==> src/rtl/wb_pkg.sv <==
// Shared definitions for the write-back select stage: fixed source map, FSM state
// encoding and the saturating wait-counter increment.
package wb_pkg;

  localparam int SRC_ALU  = 0;
  localparam int SRC_MEM  = 1;
  localparam int SRC_LINK = 2;
  localparam int SRC_IN   = 3;

  localparam int WAIT_CNT_WIDTH = 16;

  typedef enum logic {
    IDLE    = 1'b0,
    WAIT_IN = 1'b1
  } wb_state_e;

  function automatic logic [WAIT_CNT_WIDTH-1:0] sat_inc(input logic [WAIT_CNT_WIDTH-1:0] v);
    return (&v) ? v : v + WAIT_CNT_WIDTH'(1);
  endfunction

endpackage

==> src/rtl/wb_source_mux.sv <==
// Combinational NUM_SRC:1 selector over a flattened source bus.
// in_range_o is low when sel_i does not address any implemented source.
module wb_source_mux
  import wb_pkg::*;
#(
  parameter int DATA_WIDTH = 32,
  parameter int NUM_SRC    = 4,
  parameter int SEL_WIDTH  = 2
) (
  input  logic [NUM_SRC*DATA_WIDTH-1:0] src_data_i,
  input  logic [SEL_WIDTH-1:0]          sel_i,
  output logic [DATA_WIDTH-1:0]         data_o,
  output logic                          in_range_o
);

  logic [DATA_WIDTH-1:0] src_words [NUM_SRC];
  logic [NUM_SRC-1:0]    hit;

  for (genvar gi = 0; gi < NUM_SRC; gi++) begin : g_src
    assign src_words[gi] = src_data_i[gi*DATA_WIDTH +: DATA_WIDTH];
    assign hit[gi]       = (sel_i == SEL_WIDTH'(gi));
  end

  // One-hot hit vector: at most one source matches, so a priority loop is a plain mux.
  always_comb begin
    data_o = '0;
    for (int k = 0; k < NUM_SRC; k++) begin
      if (hit[k]) begin
        data_o = src_words[k];
      end
    end
  end

  assign in_range_o = |hit;

endmodule

==> src/rtl/writeback_select_stage.sv <==
// Registered write-back source selector. The external-input source stalls the core
// until the input device presents a word, then writes it like any other source.
module writeback_select_stage
  import wb_pkg::*;
#(
  parameter int DATA_WIDTH = 32,
  parameter int NUM_SRC    = 4,
  parameter int SEL_WIDTH  = 2,
  parameter int ADDR_WIDTH = 5,
  parameter int PC_INCR    = 1
) (
  input  logic                          clock,
  input  logic                          reset,
  input  logic                          req_valid,
  input  logic [SEL_WIDTH-1:0]          req_sel,
  input  logic [ADDR_WIDTH-1:0]         req_addr,
  input  logic [NUM_SRC*DATA_WIDTH-1:0] src_data,
  input  logic [DATA_WIDTH-1:0]         pc_current,
  input  logic                          in_valid,
  input  logic [DATA_WIDTH-1:0]         in_data,
  output logic                          in_ack,
  output logic                          stall,
  output logic                          wb_valid,
  output logic [ADDR_WIDTH-1:0]         wb_addr,
  output logic [DATA_WIDTH-1:0]         wb_data,
  output logic [15:0]                   wait_cycles
);

  wb_state_e                 state_q, state_d;
  logic                      wb_valid_q, wb_valid_d;
  logic [ADDR_WIDTH-1:0]     wb_addr_q, wb_addr_d;
  logic [DATA_WIDTH-1:0]     wb_data_q, wb_data_d;
  logic [WAIT_CNT_WIDTH-1:0] wait_q, wait_d;

  logic [DATA_WIDTH-1:0] mux_data;
  logic [DATA_WIDTH-1:0] link_data;
  logic [DATA_WIDTH-1:0] sel_data;
  logic                  mux_in_range;
  logic                  sel_is_in;
  logic                  sel_is_link;

  wb_source_mux #(
    .DATA_WIDTH (DATA_WIDTH),
    .NUM_SRC    (NUM_SRC),
    .SEL_WIDTH  (SEL_WIDTH)
  ) u_mux (
    .src_data_i (src_data),
    .sel_i      (req_sel),
    .data_o     (mux_data),
    .in_range_o (mux_in_range)
  );

  // Link value wraps at DATA_WIDTH; the src_data slice for the link source is ignored.
  assign link_data   = pc_current + DATA_WIDTH'(PC_INCR);
  assign sel_is_in   = (req_sel == SEL_WIDTH'(SRC_IN));
  assign sel_is_link = (req_sel == SEL_WIDTH'(SRC_LINK));
  assign sel_data    = sel_is_link ? link_data : mux_data;

  always_comb begin
    state_d    = state_q;
    wb_valid_d = 1'b0;
    wb_addr_d  = wb_addr_q;
    wb_data_d  = wb_data_q;
    wait_d     = wait_q;
    in_ack     = 1'b0;
    stall      = 1'b0;

    unique case (state_q)
      IDLE: begin
        if (req_valid) begin
          if (sel_is_in) begin
            wait_d = '0;
            if (in_valid) begin
              in_ack     = 1'b1;
              wb_valid_d = 1'b1;
              wb_addr_d  = req_addr;
              wb_data_d  = in_data;
            end else begin
              stall   = 1'b1;
              state_d = WAIT_IN;
            end
          end else if (mux_in_range) begin
            wb_valid_d = 1'b1;
            wb_addr_d  = req_addr;
            wb_data_d  = sel_data;
          end
        end
      end
      WAIT_IN: begin
        // Every WAIT_IN cycle counts, including the one in which the word arrives.
        wait_d = sat_inc(wait_q);
        if (in_valid) begin
          in_ack     = 1'b1;
          wb_valid_d = 1'b1;
          wb_addr_d  = req_addr;
          wb_data_d  = in_data;
          state_d    = IDLE;
        end else begin
          stall = 1'b1;
        end
      end
      default: state_d = IDLE;
    endcase

    // A reset edge abandons any handshake: the input word must not be consumed.
    if (reset) begin
      in_ack = 1'b0;
      stall  = 1'b0;
    end
  end

  always_ff @(posedge clock) begin
    if (reset) begin
      state_q    <= IDLE;
      wb_valid_q <= 1'b0;
      wb_addr_q  <= '0;
      wb_data_q  <= '0;
      wait_q     <= '0;
    end else begin
      state_q    <= state_d;
      wb_valid_q <= wb_valid_d;
      wb_addr_q  <= wb_addr_d;
      wb_data_q  <= wb_data_d;
      wait_q     <= wait_d;
    end
  end

  assign wb_valid    = wb_valid_q;
  assign wb_addr     = wb_addr_q;
  assign wb_data     = wb_data_q;
  assign wait_cycles = wait_q;

endmodule
==> config.mk <==
export PLATFORM = sky130hd
export DESIGN_NAME = writeback_select_stage
export DESIGN_NICKNAME = d
export VERILOG_FILES = /design/src/rtl/wb_pkg.sv /design/src/rtl/wb_source_mux.sv /design/src/rtl/writeback_select_stage.sv
export SDC_FILE = /design/constraint.sdc
export NUM_CORES = 1
export LEC_CHECK = 0
export ABC_AREA = 1
export CAP_MARGIN = 0
export CORE_MARGIN = 3
export CORE_UTILIZATION = 40
export CTS_BUF_LIST = sky130_fd_sc_hd__clkbuf_8
export DETAILED_ROUTE_END_ITERATION = 8
export PLACE_DENSITY = 0.87
export SYNTH_ARGS = -nofsm -noshare
export SYNTH_HDL_FRONTEND = slang
export SYNTH_HIERARCHICAL = 1
export SYNTH_SLANG_ARGS = --single-unit
==> constraint.sdc <==
create_clock -name clock -period 3 [get_ports clock]
set_clock_uncertainty 0.15 [all_clocks]
set_input_delay 0.6 -clock clock [delete_from_list [all_inputs] [get_ports clock]]
set_output_delay 0.6 -clock clock [all_outputs]
set_load 0.01 [all_outputs]
==> qor.yml <==
finalSetupViolCount: 0
min_period_over_period_pct: 98.1
outcome: "complete, no violations"
dieArea_um2: 14200
cp-start-kind: "input pin"
synth_largest_area_cell: "dfxtp_1"
setup_ws_ns: 0.0567
seq_area_frac_synth_pct: 21.6
antenna_left: 0
path_clk_slew_ns: 0.10
antenna_found_initial: 1
worstSetupPathType: "in2out"
endpoint: "in_ack"
cts_htree_levels: 2
crit_family: "buffers and inverters"
grt_overflow: 0
cts.sinks: 55
min_from: "wb_data[3]$_SDFFE_PP0P_"
hold_violations: 0
required_ns: 2.25
wl_met1_mm: 8.69
path_common_cell: "clkdlybuf4s50_1"
numCtsBuffers: 5
crit_cells: 4
grt_pass1_vias: 6344
post-place-ws_ns: 0.0905
cts-resized-gates: 0
synth_nets: 1069
crit_chain: "clkdlybuf4s50_1 -> inv_1 -> nor4_1 -> clkdlybuf4s50_1"
synth-edff-count: 0
dpl_cell_area_um2: 7720
cts_setup_buffers: 0
layout.nets: 1301
async_flop_share_pct: 0
grt_start_max_net_pins: 60
gp_congestion: 0.981
cts_tree: "yes"
crit_path_max_incr_delay_ns: 0.60
cellPowerDensity_nw_per_um2: 265
critPathCaptureType: "output pin"
reg2reg_from: "wait_cycles[0]$_SDFFE_PP0P_"
insertion_delay_ns: 0.32
r2r_setup_slack_ns: 0.64
ys_seq_elements: 55
critPathMaxFanout: 2
io_pins: 259
wl_met3_mm: 1.76
dr.pass1.iters: 5
ir_worst_vdd_v: 0.000190
fp-row-count: 40
cts_root_buffer: "clkbuf_8"
grt_setup_unrepaired: "no"
fin_area_um2: 7800
dp_hpwl_mm: 17.7
crit_slowest_cell: "clkdlybuf4s50_1"
hold_buffers: 0
cap_violations: 0
drt-total-wl_mm: 21.8
grt_pass1_wl_mm: 33.7
slew_headroom_pct: 60.6
crit_buf_inv: 3
netlist_area_um2: 5100
via_per_inst: 5.36
arrival_ns: 2.19
synth.distinct_cells: 40
vias: 6786
portBuffers: 258
critPathLaunch: "in_valid"
syn_inst: 864
syn2layout_area_growth_pct: 52.9
top_layer: "met4"
synth_ff_type: "dfxtp_1"
clock.fmax_mhz: 340
core-area_um2: 12300
design_power_total_mw: 2.07
wire_per_inst_um: 17.2
synth_area_leaders: "dfxtp_1, nand2_1, nand3_1"
drive_gt1_share_pct: 6.29
nFillCells: 1165
clockBufferDepth: 2
ys_warn_count: 6
synthTopCellsByCount: "nand2_1, nand3_1, nor2_1"
slew_violations: 0
yosysMostFrequentCell: "nand2_1"
period_needed_ns: 2.94
worst_pin_slew_ns: 0.590
p_leak_nw: 3.14
synth_area_per_cell_um2: 5.91
drc_errors: 0
die_x_um: 119
start_util_pct: 41.6
wl_met2_mm: 10.8
drt_iter0_drc: 595
hold_class: "reg2reg"
synth.top_cell.area_share_pct: 21.6
reg2reg_depth: 10
finalSetupTns_ns: 0
grt_usage_pct: 29.5
die_h_um: 119
r2r_end: "wait_cycles[5]$_SDFFE_PP0P_"
==> cell usage in the layout (no fill, tap or decap), types with 6 or more instances in the layout <==
cell	netlist	final
inv_2	6	6
inv_1	45	46
nand2_1	259	259
o21ai_0	47	47
nor2_1	96	96
a221oi_1	19	19
nor2_2	7	7
a221oi_2	7	7
clkdlybuf4s50_1	0	256
nand4_1	36	36
dfxtp_1	55	55
nand3_1	129	129
a21oi_1	50	50
buf_4	17	17
xor2_1	13	13
==> registers in the layout (all words and copies together) (netlist names) <==
name	cells
wait_cycles	16
state_q	1
wb_data	32
wb_addr	5
wb_valid	1
==> worst min-delay path: stages, from the launching register on <==
cell and delay (ns):
dfxtp_1 0.32, nand2_1 0.06, a21oi_1 0.06
==> final cells by class <==
cell class | count | area, um^2 | area share (%)
multi-input cells | 705 | 3480 | 44.6
repair buffers | 276 | 2720 | 34.9
flip-flops and latches | 55 | 1100 | 14.1
diodes | 1 | 2.50 | 0.0321
well taps | 168 | 210 | 2.69
clock inverters | 3 | 16.3 | 0.208
inverters | 53 | 204 | 2.61
clock buffers | 5 | 68.8 | 0.882
==> per-stage QoR <==
stage / util [%] / hold slack (ns) / instances
floorplan: - / 0.340 / 864
global placement: 62.9 / 0.306 / 1257
detailed placement: 62.9 / 0.313 / 1257
CTS: 63.6 / 0.329 / 1265
global route: 63.7 / 0.351 / 1266
finish: 63.7 / 0.328 / 1266
==> routing by layer <==
layer / vias up / track usage [%]
li1: 3381 / -
met5: - / 0
met1: 3048 / 36.4
met4: 0 / 9.27
met3: 37 / 5.60
met2: 320 / 51.8
==> report_power, final <==
group          total (mW)  switching, mW  internal [mW]
sequential          0.808         0.0327          0.775
clock               0.412          0.251          0.161
combinational       0.846          0.405          0.442
==> worst min path at each step <==
| stage | end | depth (start not counted) | slack [ns] |
|---|---|---|---|
| floorplan | wb_data[3]$_SDFFE_PP0P_ | 2 | 0.34 |
| global placement | wb_data[3]$_SDFFE_PP0P_ | 2 | 0.31 |
| detailed placement | wb_data[3]$_SDFFE_PP0P_ | 2 | 0.31 |
| CTS | wb_data[3]$_SDFFE_PP0P_ | 2 | 0.33 |
| global route | wb_data[3]$_SDFFE_PP0P_ | 2 | 0.35 |
| finish | wb_data[3]$_SDFFE_PP0P_ | 2 | 0.33 |
==> logic make-up after synthesis <==
logic type | count (synthesis) | synth area share [%]
AOI/OAI and AO/OA | 136 | 16.7
other | 1 | 0.0735
xor gates and xnor gates | 13 | 2.23
DFF | 55 | 21.6
and+or+nand+nor | 553 | 48.7
adders and majority gates | 2 | 0.490
buffers and inverters | 104 | 10.2
Note: power is estimated with default switching activity, not from simulation.
